<file path="config.mk">
export PLATFORM = sky130hd
export DESIGN_NAME = hamming_secded_pipe_flat
export DESIGN_NICKNAME = d
export VERILOG_FILES = /design/src/rtl/hamming_pkg.sv /design/src/rtl/hamming_secded_pipe_if.sv /design/src/rtl/hamming_secded_dec.sv /design/src/rtl/hamming_secded_pipe.sv /design/src/flat_wrapper.sv
export SDC_FILE = /design/constraint.sdc
export NUM_CORES = 1
export LEC_CHECK = 0
export CORE_AREA = 2 2 72 74
export CTS_CLUSTER_SIZE = 12
export DETAILED_ROUTE_END_ITERATION = 16
export DIE_AREA = 0 0 74 76
export HOLD_SLACK_MARGIN = 0.06
export PLACE_DENSITY = 0.82
export SLEW_MARGIN = 20
export SYNTH_ARGS = -nofsm -noshare
export SYNTH_HDL_FRONTEND = slang
export SYNTH_HIERARCHICAL = 1
export SYNTH_SLANG_ARGS = --single-unit
</file>
<file path="constraint.sdc">
create_clock -name reloj -period 2.8 [get_ports reloj]
set_input_delay 0.28 -clock reloj [delete_from_list [all_inputs] [get_ports reloj]]
set_output_delay 0.28 -clock reloj [all_outputs]
set_load 0.02 [all_outputs]
</file>
<file path="src/rtl/hamming_pkg.sv">
// Shared definitions for the pipelined SECDED Hamming codec.
//   - par_w(data_w) : number of Hamming parity bits for a data width
//   - is_pow2(pos)  : true when a codeword position holds a parity bit
//   - data_pos(i)   : codeword index of data bit i
//   - dec_res_t     : decoder result, sized for the widest legal data word
package hamming_pkg;

   localparam int MAX_DATA_W = 57;
   localparam int MAX_PAR_W  = 6;

   typedef struct packed {
      logic [MAX_DATA_W-1:0] data;
      logic [MAX_PAR_W-1:0]  syndrome;
      logic                  single;
      logic                  double;
   } dec_res_t;

   // Smallest P with 2^P >= data_w + P + 1. Scanning downwards leaves the
   // smallest qualifying P in res.
   function automatic int par_w(input int data_w);
      int res;
      res = 0;
      for (int p = MAX_PAR_W; p >= 1; p--) begin
         if ((1 << p) >= data_w + p + 1) res = p;
      end
      return res;
   endfunction

   function automatic bit is_pow2(input int pos);
      return (pos != 0) && ((pos & (pos - 1)) == 0);
   endfunction

   // Data bits occupy the non-power-of-2 positions from 1 upwards, d0 lowest.
   function automatic int data_pos(input int i);
      int res;
      int n;
      res = 0;
      n   = 0;
      for (int k = 1; k < (1 << (MAX_PAR_W + 1)); k++) begin
         if (!is_pow2(k)) begin
            if (n == i) res = k;
            n++;
         end
      end
      return res;
   endfunction

endpackage

</file>
<file path="src/rtl/hamming_secded_pipe_if.sv">
// Stream and status bundle of hamming_secded_pipe.
//   slave  : codec side (consumes input stream, produces results/counters)
//   master : environment side
// Handshake: a word moves on a rising clock edge exactly when valid && ready
// are both high on that side; a producer holds valid and its payload stable
// until the transfer, and ready never depends on valid.
interface hamming_secded_pipe_if import hamming_pkg::*; #(
   parameter int DATA_W = 4,
   parameter int CNT_W  = 8
);
   localparam int PAR_W = par_w(DATA_W);
   localparam int CW_W  = DATA_W + PAR_W + 1;

   // input stream
   logic              in_valid;
   logic              in_ready;
   logic [DATA_W-1:0] in_data;
   logic [CW_W-1:0]   inj_mask;
   logic              correct_en;
   // output stream
   logic              out_valid;
   logic              out_ready;
   logic [DATA_W-1:0] out_data;
   logic [CW_W-1:0]   out_codeword;
   logic              err_single;
   logic              err_double;
   logic [PAR_W-1:0]  err_syndrome;
   // status counters
   logic              clr_counts;
   logic [CNT_W-1:0]  cnt_single;
   logic [CNT_W-1:0]  cnt_double;

   modport slave (
      input  in_valid, in_data, inj_mask, correct_en, out_ready, clr_counts,
      output in_ready, out_valid, out_data, out_codeword, err_single,
             err_double, err_syndrome, cnt_single, cnt_double
   );

   modport master (
      output in_valid, in_data, inj_mask, correct_en, out_ready, clr_counts,
      input  in_ready, out_valid, out_data, out_codeword, err_single,
             err_double, err_syndrome, cnt_single, cnt_double
   );

endinterface

</file>
<file path="src/rtl/hamming_secded_dec.sv">
// Combinational SECDED decoder: syndrome, overall-parity check, optional
// single-bit correction and data extraction.
//   cw         : received codeword (bit 0 = overall parity)
//   correct_en : 1 = flip the bit named by a valid single-error syndrome
//   res        : data (zero-extended), syndrome, single/double flags
module hamming_secded_dec import hamming_pkg::*; #(
   parameter int DATA_W = 4
) (
   input  logic [DATA_W+par_w(DATA_W):0] cw,
   input  logic                          correct_en,
   output dec_res_t                      res
);
   localparam int PAR_W = par_w(DATA_W);
   localparam int CW_W  = DATA_W + PAR_W + 1;
   localparam int IDX_W = $clog2(CW_W);

   logic [PAR_W-1:0] syn;
   logic             pmis;
   logic             in_range;
   logic [CW_W-1:0]  fixed;

   always_comb begin
      syn = '0;
      for (int k = 1; k < CW_W; k++) begin
         if (cw[k]) syn = syn ^ PAR_W'(k);
      end
      pmis     = ^cw;
      // Only non-full codes can produce a syndrome past the last position.
      in_range = (int'(syn) <= CW_W - 1);

      res          = '0;
      res.syndrome = MAX_PAR_W'(syn);
      fixed        = cw;

      if (syn != '0 && !in_range) begin
         res.double = 1'b1;
      end else if (syn != '0 && pmis) begin
         res.single = 1'b1;
         for (int k = 1; k < CW_W; k++) begin
            if (correct_en && int'(syn) == k) fixed[k] = ~fixed[k];
         end
      end else if (syn == '0 && pmis) begin
         // Overall parity bit itself flipped; data positions are intact.
         res.single = 1'b1;
      end else if (syn != '0) begin
         res.double = 1'b1;
      end

      for (int i = 0; i < DATA_W; i++) begin
         res.data[i] = fixed[IDX_W'(data_pos(i))];
      end
   end

endmodule

</file>
<file path="src/rtl/hamming_secded_pipe.sv">
// Two-stage pipelined SECDED Hamming codec with error injection.
//   reloj, rst_n : clock (rising edge) and asynchronous active-low reset
//   bus (slave)  : input stream in_valid/in_ready/in_data/inj_mask/correct_en,
//                  output stream out_valid/out_ready/out_data/out_codeword/
//                  err_single/err_double/err_syndrome, and the saturating
//                  counters cnt_single/cnt_double with clr_counts.
// Stage 1 registers enc(in_data) ^ inj_mask; stage 2 registers the decoded
// result, giving two cycles from accept to out_valid.
module hamming_secded_pipe import hamming_pkg::*; #(
   parameter int DATA_W = 4,
   parameter int CNT_W  = 8
) (
   input logic                  reloj,
   input logic                  rst_n,
   hamming_secded_pipe_if.slave bus
);
   localparam int PAR_W = par_w(DATA_W);
   localparam int CW_W  = DATA_W + PAR_W + 1;
   localparam int IDX_W = $clog2(CW_W);
   localparam logic [CNT_W-1:0] CNT_MAX = '1;

   // ---------------- encoder ----------------
   logic [CW_W-1:0] placed;
   logic [CW_W-1:0] enc_cw;
   logic            par_acc;

   always_comb begin
      placed = '0;
      for (int i = 0; i < DATA_W; i++) begin
         placed[IDX_W'(data_pos(i))] = bus.in_data[i];
      end
   end

   // Parity bit 2^p covers every position whose index has bit p set.
   // placed is zero at power-of-2 positions, so those add nothing.
   always_comb begin
      enc_cw  = placed;
      par_acc = 1'b0;
      for (int p = 0; p < PAR_W; p++) begin
         par_acc = 1'b0;
         for (int k = 1; k < CW_W; k++) begin
            if (((k >> p) & 1) != 0) par_acc = par_acc ^ placed[k];
         end
         enc_cw[IDX_W'(1 << p)] = par_acc;
      end
      enc_cw[0] = ^enc_cw[CW_W-1:1];
   end

   // ---------------- pipeline control ----------------
   logic            s1_valid;
   logic [CW_W-1:0] s1_cw;
   logic            s1_cen;

   logic              out_valid_r;
   logic [DATA_W-1:0] out_data_r;
   logic [CW_W-1:0]   out_cw_r;
   logic              err_single_r;
   logic              err_double_r;
   logic [PAR_W-1:0]  err_syn_r;
   logic [CNT_W-1:0]  cnt_single_r;
   logic [CNT_W-1:0]  cnt_double_r;

   logic s2_advance;
   logic in_ready_i;
   logic out_xfer;

   assign s2_advance = !out_valid_r || bus.out_ready;
   assign in_ready_i = !s1_valid || s2_advance;
   assign out_xfer   = out_valid_r && bus.out_ready;

   // ---------------- stage 1 ----------------
   always_ff @(posedge reloj or negedge rst_n) begin
      if (!rst_n) begin
         s1_valid <= 1'b0;
         s1_cw    <= '0;
         s1_cen   <= 1'b0;
      end else if (in_ready_i) begin
         s1_valid <= bus.in_valid;
         if (bus.in_valid) begin
            s1_cw  <= enc_cw ^ bus.inj_mask;
            s1_cen <= bus.correct_en;
         end
      end
   end

   // ---------------- stage 2 ----------------
   dec_res_t dec;
   logic     unused_dec_bits;

   hamming_secded_dec #(.DATA_W(DATA_W)) u_dec (
      .cw         (s1_cw),
      .correct_en (s1_cen),
      .res        (dec)
   );

   // The result struct is sized for the widest code; upper bits stay zero.
   assign unused_dec_bits = ^{dec.data >> DATA_W, dec.syndrome >> PAR_W};

   always_ff @(posedge reloj or negedge rst_n) begin
      if (!rst_n) begin
         out_valid_r  <= 1'b0;
         out_data_r   <= '0;
         out_cw_r     <= '0;
         err_single_r <= 1'b0;
         err_double_r <= 1'b0;
         err_syn_r    <= '0;
      end else if (s2_advance) begin
         out_valid_r <= s1_valid;
         if (s1_valid) begin
            out_data_r   <= dec.data[DATA_W-1:0];
            out_cw_r     <= s1_cw;
            err_single_r <= dec.single;
            err_double_r <= dec.double;
            err_syn_r    <= dec.syndrome[PAR_W-1:0];
         end
      end
   end

   // ---------------- counters ----------------
   always_ff @(posedge reloj or negedge rst_n) begin
      if (!rst_n) begin
         cnt_single_r <= '0;
         cnt_double_r <= '0;
      end else if (bus.clr_counts) begin
         cnt_single_r <= '0;
         cnt_double_r <= '0;
      end else if (out_xfer) begin
         if (err_single_r && cnt_single_r != CNT_MAX) cnt_single_r <= cnt_single_r + 1'b1;
         if (err_double_r && cnt_double_r != CNT_MAX) cnt_double_r <= cnt_double_r + 1'b1;
      end
   end

   // ---------------- outputs ----------------
   assign bus.in_ready     = in_ready_i;
   assign bus.out_valid    = out_valid_r;
   assign bus.out_data     = out_data_r;
   assign bus.out_codeword = out_cw_r;
   assign bus.err_single   = err_single_r;
   assign bus.err_double   = err_double_r;
   assign bus.err_syndrome = err_syn_r;
   assign bus.cnt_single   = cnt_single_r;
   assign bus.cnt_double   = cnt_double_r;

endmodule

</file>
<file path="src/flat_wrapper.sv">
// flat-port wrapper written by rule: the top's interface ports become plain ports
module hamming_secded_pipe_flat import hamming_pkg::*;
#(
   parameter int DATA_W = 4,
   parameter int CNT_W  = 8
)
  (reloj, rst_n, bus_in_valid, bus_in_data, bus_inj_mask, bus_correct_en, bus_out_ready, bus_clr_counts, bus_in_ready, bus_out_valid, bus_out_data, bus_out_codeword, bus_err_single, bus_err_double, bus_err_syndrome, bus_cnt_single, bus_cnt_double);
  hamming_secded_pipe_if #(.DATA_W(DATA_W), .CNT_W(CNT_W)) bus_i ();
  input logic reloj;
  input logic rst_n;
  input wire logic [$bits(bus_i.in_valid)-1:0] bus_in_valid;
  input wire logic [$bits(bus_i.in_data)-1:0] bus_in_data;
  input wire logic [$bits(bus_i.inj_mask)-1:0] bus_inj_mask;
  input wire logic [$bits(bus_i.correct_en)-1:0] bus_correct_en;
  input wire logic [$bits(bus_i.out_ready)-1:0] bus_out_ready;
  input wire logic [$bits(bus_i.clr_counts)-1:0] bus_clr_counts;
  output wire logic [$bits(bus_i.in_ready)-1:0] bus_in_ready;
  output wire logic [$bits(bus_i.out_valid)-1:0] bus_out_valid;
  output wire logic [$bits(bus_i.out_data)-1:0] bus_out_data;
  output wire logic [$bits(bus_i.out_codeword)-1:0] bus_out_codeword;
  output wire logic [$bits(bus_i.err_single)-1:0] bus_err_single;
  output wire logic [$bits(bus_i.err_double)-1:0] bus_err_double;
  output wire logic [$bits(bus_i.err_syndrome)-1:0] bus_err_syndrome;
  output wire logic [$bits(bus_i.cnt_single)-1:0] bus_cnt_single;
  output wire logic [$bits(bus_i.cnt_double)-1:0] bus_cnt_double;
  assign bus_i.in_valid = bus_in_valid;
  assign bus_i.in_data = bus_in_data;
  assign bus_i.inj_mask = bus_inj_mask;
  assign bus_i.correct_en = bus_correct_en;
  assign bus_i.out_ready = bus_out_ready;
  assign bus_i.clr_counts = bus_clr_counts;
  assign bus_in_ready = bus_i.in_ready;
  assign bus_out_valid = bus_i.out_valid;
  assign bus_out_data = bus_i.out_data;
  assign bus_out_codeword = bus_i.out_codeword;
  assign bus_err_single = bus_i.err_single;
  assign bus_err_double = bus_i.err_double;
  assign bus_err_syndrome = bus_i.err_syndrome;
  assign bus_cnt_single = bus_i.cnt_single;
  assign bus_cnt_double = bus_i.cnt_double;
  hamming_secded_pipe #(.DATA_W(DATA_W), .CNT_W(CNT_W)) u_core (.reloj(reloj), .rst_n(rst_n), .bus(bus_i));
endmodule
</file>
==> results of run 1 <==
[sequential cells by signal, summed over array words and instances, names as in the netlist, 3 cells and up]
name,count
u_core/bus.cnt_double,8
u_core/bus.cnt_single,8
u_core/bus.out_data,4
u_core/bus.out_codeword,8
u_core/bus.err_syndrome,3
u_core/s1_cw,8
[worst paths after layout]
path,from,end,slack (ns),cells past startpoint
max,bus_out_ready,bus_in_ready,0.89,3
min,u_core/bus.out_data[2],u_core/bus.out_data[2],0.51,1
max reg2reg,u_core/s1_cw[7],u_core/bus.out_data[0],0.96,7
min reg2reg,u_core/bus.out_data[2],u_core/bus.out_data[2],0.51,1
max in group asynchronous,rst_n,u_core/bus.out_data[0],1.89,2
min in group asynchronous,rst_n,u_core/bus.cnt_single[1],0.52,2
[through the flow]
stage | total power, mW | cell area (um2) | utilization | cells | worst slack, ns
after floorplan | 1.261 | 2133 | - | 183 | 1.141
after global placement | 1.516 | 2641 | 0.5377 | 292 | 0.8855
after detailed placement | 1.528 | 2641 | 0.5377 | 292 | 0.8891
after CTS | 1.913 | 2723 | 0.5543 | 299 | 0.8806
after global routing | 1.999 | 2735 | 0.5568 | 300 | 0.8152
final | 1.884 | 2735 | 0.5568 | 300 | 0.8939
[cell type report]
class | count | area share
Sequential cell | 44 | 0.4026
Multi-Input combinational cell | 126 | 0.3495
Timing Repair Buffer | 50 | 0.1821
Tap cell | 70 | 0.03202
Clock buffer | 5 | 0.02516
Clock inverter | 2 | 0.004575
Inverter | 3 | 0.004117
[report_power, final]
part           total [mW]  leakage (nW)  internal, mW  switching, mW
clock network       0.376        0.0400         0.169          0.207
registers           0.836         0.553         0.749         0.0867
logic               0.673         0.527         0.354          0.319
total                1.88          1.12          1.27          0.612
[metal layers]
| metal | wire [um] | part of all wire | track usage | up-vias |
|---|---|---|---|---|
| li1 | - | - | - | 722 |
| met1 | 1823 | 0.46 | 0.2026 | 710 |
| met2 | 1844 | 0.47 | 0.2464 | 42 |
| met3 | 241 | 0.061 | 0.04630 | 3 |
| met4 | 24 | 0.0061 | 0.03818 | 0 |
| met5 | 0 | 0 | 0 | - |
[placed cells by master (no fill, tap or decap), drive strengths merged, types with 3 or more instances in the layout]
| cell | n |
|---|---|
| nand4 | 4 |
| nor2 | 9 |
| or3 | 5 |
| mux2i | 3 |
| and3 | 3 |
| o21ai | 11 |
| conb | 3 |
| dfrtp | 44 |
| a21oi | 8 |
| clkdlybuf4s50 | 48 |
| inv | 3 |
| clkbuf | 5 |
| xor2 | 7 |
| xnor2 | 14 |
| nand3 | 7 |
| nand2 | 12 |
| mux2 | 22 |
==> flow_summary.json, run 1 <==
{
  "antenna_cells": 0,
  "drcViolationCount": 0,
  "vias": 1477,
  "cpLargestDelayFamily": "buffers and inverters",
  "final.hold.worst_slack_ns": 0.5088,
  "grt_first_pass_wirelength_um": 6824,
  "cts-resized-gates": 0,
  "synth_warnings": 6,
  "maximum_ir_drop_on_the_vdd_rail_mv": 0.4809,
  "synthesis.instances": 181,
  "timing_hold_violations_final": 0,
  "crit_path_cell_trace": "clkdlybuf4s50_1 -> nand3b_1 -> clkdlybuf4s50_1",
  "floorplan.die_area_um2": 5624,
  "path_class": "input port to primary output",
  "die_height_um": 76,
  "vias_per_cell": 4.923,
  "cts_num_sinks": 44,
  "cellLeakagePower_nw": 1.120,
  "postRouteAntennaNets": 0,
  "io_buffer_count": 49,
  "ff_latch_area_um2": 1101,
  "worst_slew_pin_tran_ns": 0.5954,
  "antenna_found_initial": 0,
  "core.rowCount": 26,
  "multiInputGateArea_um2": 955.9,
  "setup_repair_after_global_routing_missed_its_margin": "no",
  "critical_path.n_buffers_inverters": 2,
  "post-route-min-period_ns": 1.906,
  "power-per-cell-area_nw_per_um2": 689.0,
  "clk-insertion-delay-late_ns": 0.29,
  "fraction_of_layout_cells_with_a_size_suffix_above_1": 0.1739,
  "finalClockSkew_ns": 0.005390,
  "post_synthesis_instance_area_um2": 2126,
  "place_hpwl_um": 2780,
  "dr.pass1.iters": 2,
  "first_global_vias": 1477,
  "outcome": "complete, no violations",
  "cp_max_fo": 4,
  "required_ns": 2.52,
  "worst_setup_path_end_kind": "primary output",
  "area.growth.synth_to_final_pct": 28.66,
  "design.portCount": 53,
  "grt.overflow.total": 0,
  "total_number_of_h_tree_levels": 2,
  "worst_path_largest_cell_delay_ns": 0.63,
  "setup_violations": 0,
  "clkTransAtPathRegs_ns": 0.08,
  "drt_iter0_drcs": 61,
  "critical_path.startpoint_type": "input port",
  "die_width_um": 74,
  "critical_path.slowest_cell": "sky130_fd_sc_hd__clkdlybuf4s50_1",
  "clock_tree_from_tritoncts": "yes",
  "core_um2": 4912,
  "post-cts-setup-buffer-count": 0,
  "achievable-frequency_mhz": 524.6,
  "start_util": 0.4328,
  "min_period_over_period": 0.6807,
  "slew_violations": 0,
  "number_of_nets_at_the_end_of_the_flow": 250,
  "avgSynthCellArea_um2": 11.74,
  "fillCellCount": 445,
  "postCtsHoldBufs": 0,
  "postRouteWirelength_um": 3935,
  "dominant_cell_type_by_count_on_the_critical_path": "sky130_fd_sc_hd__clkdlybuf4s50_1",
  "grtUsageTotal": 0.1537,
  "worst_slew_margin_rel": 0.6018,
  "hold_path.class": "flop to flop",
  "gp_congestion": 0.7866,
  "buffers_from_clock_root_to_sink_at_most": 2,
  "crit_arrival_ns": 1.63,
  "grt_max_degree": 45,
  "timing.setup.tns_ns": 0,
  "clock_tree.root_cell": "sky130_fd_sc_hd__clkbuf_8",
  "maxCapViolCount": 0,
  "routedWlPerCell_um": 13.12,
  "cts-buffers-inserted": 5
}
(Power assumes the default switching activity.)
==> inputs of run 2 (changes only) <==
--- a/config.mk
+++ b/config.mk
@@ -5,12 +5,12 @@
 export SDC_FILE = /design/constraint.sdc
 export NUM_CORES = 1
 export LEC_CHECK = 0
-export CORE_AREA = 2 2 72 74
+export CORE_AREA = 2 2 78 80
 export CTS_CLUSTER_SIZE = 12
 export DETAILED_ROUTE_END_ITERATION = 16
-export DIE_AREA = 0 0 74 76
+export DIE_AREA = 0 0 80 82
 export HOLD_SLACK_MARGIN = 0.06
-export PLACE_DENSITY = 0.82
+export PLACE_DENSITY = 0.74
 export SLEW_MARGIN = 20
 export SYNTH_ARGS = -nofsm -noshare
 export SYNTH_HDL_FRONTEND = slang
==> constraint.sdc (replaced) <==
create_clock -name reloj -period 1.6 [get_ports reloj]
set_input_delay 0.16 -clock reloj [delete_from_list [all_inputs] [get_ports reloj]]
set_output_delay 0.16 -clock reloj [all_outputs]
set_load 0.02 [all_outputs]
==> flow_summary.json, run 2 (synthesis results as in run 1) <==
{
  "outcome": "finished with violations",
  "failed_checks": "setup timing",
  "critical_path_depth": 7,
  "worst_path_largest_cell_delay_ns": 0.42,
  "setup_violations": 1,
  "timing_hold_violations_final": 0,
  "maxCapViolCount": 0,
  "critical_path.startpoint_type": "flop",
  "routedWlPerCell_um": 12.94,
  "path_class": "flop to flop",
  "first_global_vias": 1532,
  "cells_on_worst_reg2reg_path": 7,
  "grt.overflow.total": 0,
  "timing.setup.tns_ns": -0.004798,
  "grt_max_degree": 27,
  "number_of_nets_at_the_end_of_the_flow": 269,
  "buffers_from_clock_root_to_sink_at_most": 2,
  "timing.reg2reg.setup_slack_ns": -0.005,
  "clkTransAtPathRegs_ns": 0.08,
  "die_height_um": 82,
  "cp_max_fo": 2,
  "power-per-cell-area_nw_per_um2": 1197,
  "design.portCount": 53,
  "finalClockSkew_ns": 0.004294,
  "final_common_cell": "sky130_fd_sc_hd__clkdlybuf4s50_1",
  "crit_arrival_ns": 1.79,
  "final.hold.worst_slack_ns": 0.3521,
  "crit_path_cell_trace": "xor2_2 -> xor2_1 -> inv_2 -> nor2_2 -> nand4_1 -> xnor2_1 -> mux2_2",
  "die_width_um": 80,
  "clk-insertion-delay-late_ns": 0.29,
  "fin_cells": 325,
  "crit-reg2reg-capture": "u_core/bus.out_data[0]",
  "worst_setup_path_end_kind": "flop",
  "grtUsageTotal": 0.1355,
  "setup_repair_after_global_routing_missed_its_margin": "yes",
  "area.growth.synth_to_final_pct": 39.02,
  "drt_iter0_drcs": 33,
  "postRouteAntennaNets": 0,
  "antenna_found_initial": 0,
  "total_number_of_h_tree_levels": 2,
  "layout_common_cells": "sky130_fd_sc_hd__clkdlybuf4s50_1, sky130_fd_sc_hd__dfrtp_1, sky130_fd_sc_hd__mux2_2",
  "postRouteWirelength_um": 4204,
  "start_util": 0.3700,
  "required_ns": 1.78,
  "critical_path.reg2reg.startpoint": "u_core/s1_cw[5]",
  "clock_tree.root_cell": "sky130_fd_sc_hd__clkbuf_8",
  "drcViolationCount": 0,
  "cts_num_sinks": 44,
  "cts-buffers-inserted": 5,
  "grt_first_pass_wirelength_um": 6941,
  "dr.pass1.iters": 2,
  "core_um2": 5746,
  "slew_violations": 0,
  "hold_path.class": "input port to asynchronous set/reset pin",
  "placement.setup.worst_slack_ns": -0.1145,
  "io_buffer_count": 49,
  "achievable-frequency_mhz": 623.1,
  "gp_congestion": 0.8333,
  "core.rowCount": 28,
  "worst_slack_ns": -0.004798,
  "clock_tree_from_tritoncts": "yes",
  "critical_path.slowest_cell": "sky130_fd_sc_hd__dfrtp_1",
  "final_core_utilization": 0.5144,
  "dp_cells": 315,
  "cellLeakagePower_nw": 1.297,
  "antenna_cells": 0,
  "vias_per_cell": 4.818,
  "maximum_ir_drop_on_the_vdd_rail_mv": 0.7854,
  "floorplan.die_area_um2": 6560,
  "fraction_of_layout_cells_with_a_size_suffix_above_1": 0.2680,
  "critPathCapture": "u_core/bus.out_data[0]",
  "worst_setup_path_startpoint": "u_core/s1_cw[5]",
  "critical_path.n_buffers_inverters": 1,
  "min_period_over_period": 1.003,
  "place_hpwl_um": 3088,
  "post-route-min-period_ns": 1.605,
  "cpLargestDelayFamily": "XOR/XNOR gates",
  "vias": 1566
}
==> run 2: how the worst min path moves through the flow <==
stage | end | slack, ns
finish | u_core/s1_cen | 0.35
global route | u_core/bus.out_codeword[7] | 0.38
CTS | u_core/bus.out_codeword[7] | 0.35
detailed placement | u_core/s1_cen | 0.14
global placement | u_core/s1_cw[2] | 0.14
floorplan | u_core/bus.cnt_double[0] | -0.14
==> run 2: through the flow <==
step | instance area [um2] | total power, mW
floorplan | 2142 | 2.213
global placement | 2816 | 2.828
detailed placement | 2816 | 2.849
CTS | 2919 | 3.589
global route | 2955 | 3.759
finish | 2955 | 3.537
==> run 2: power breakdown <==
part           switching [mW]  internal, mW
clock network           0.358         0.351
registers               0.137          1.31
logic                   0.615         0.762
==> run 2: cell type report <==
cell class              instances  area [um2]
well taps                      75       93.84
fillers                       547        2790
flip-flops and latches         44        1104
multi-input cells             126       980.9
repair buffers                 69       671.9
clock buffers                   7       86.33
inverters                       3       11.26
clock inverters                 1       7.507
==> run 2: worst reg2reg max path, delay by kind of cell (launching register included) <==
| kind | cells | cell delay, ns |
|---|---|---|
| flops | 1 | 0.42 |
| xor+xnor | 3 | 0.60 |
| simple gates | 2 | 0.16 |
| mux | 1 | 0.25 |
| buf+inv | 1 | 0.06 |
==> run 2: repair_timing <==
item,in CTS,in global routing
endpoints found under the setup margin,2,7
pin swaps,5,3
endpoints found under the hold margin,18,0
resized for setup,1,10
hold buffers,1,0
setup buffers,0,1
==> run 2: metal layers <==
metal	up-vias	GRT usage	wire [um]
met1	759	0.1677	1822
met5	-	0	0
met2	39	0.2267	2093
met3	6	0.04396	236
li1	762	-	-
met4	0	0.04068	52
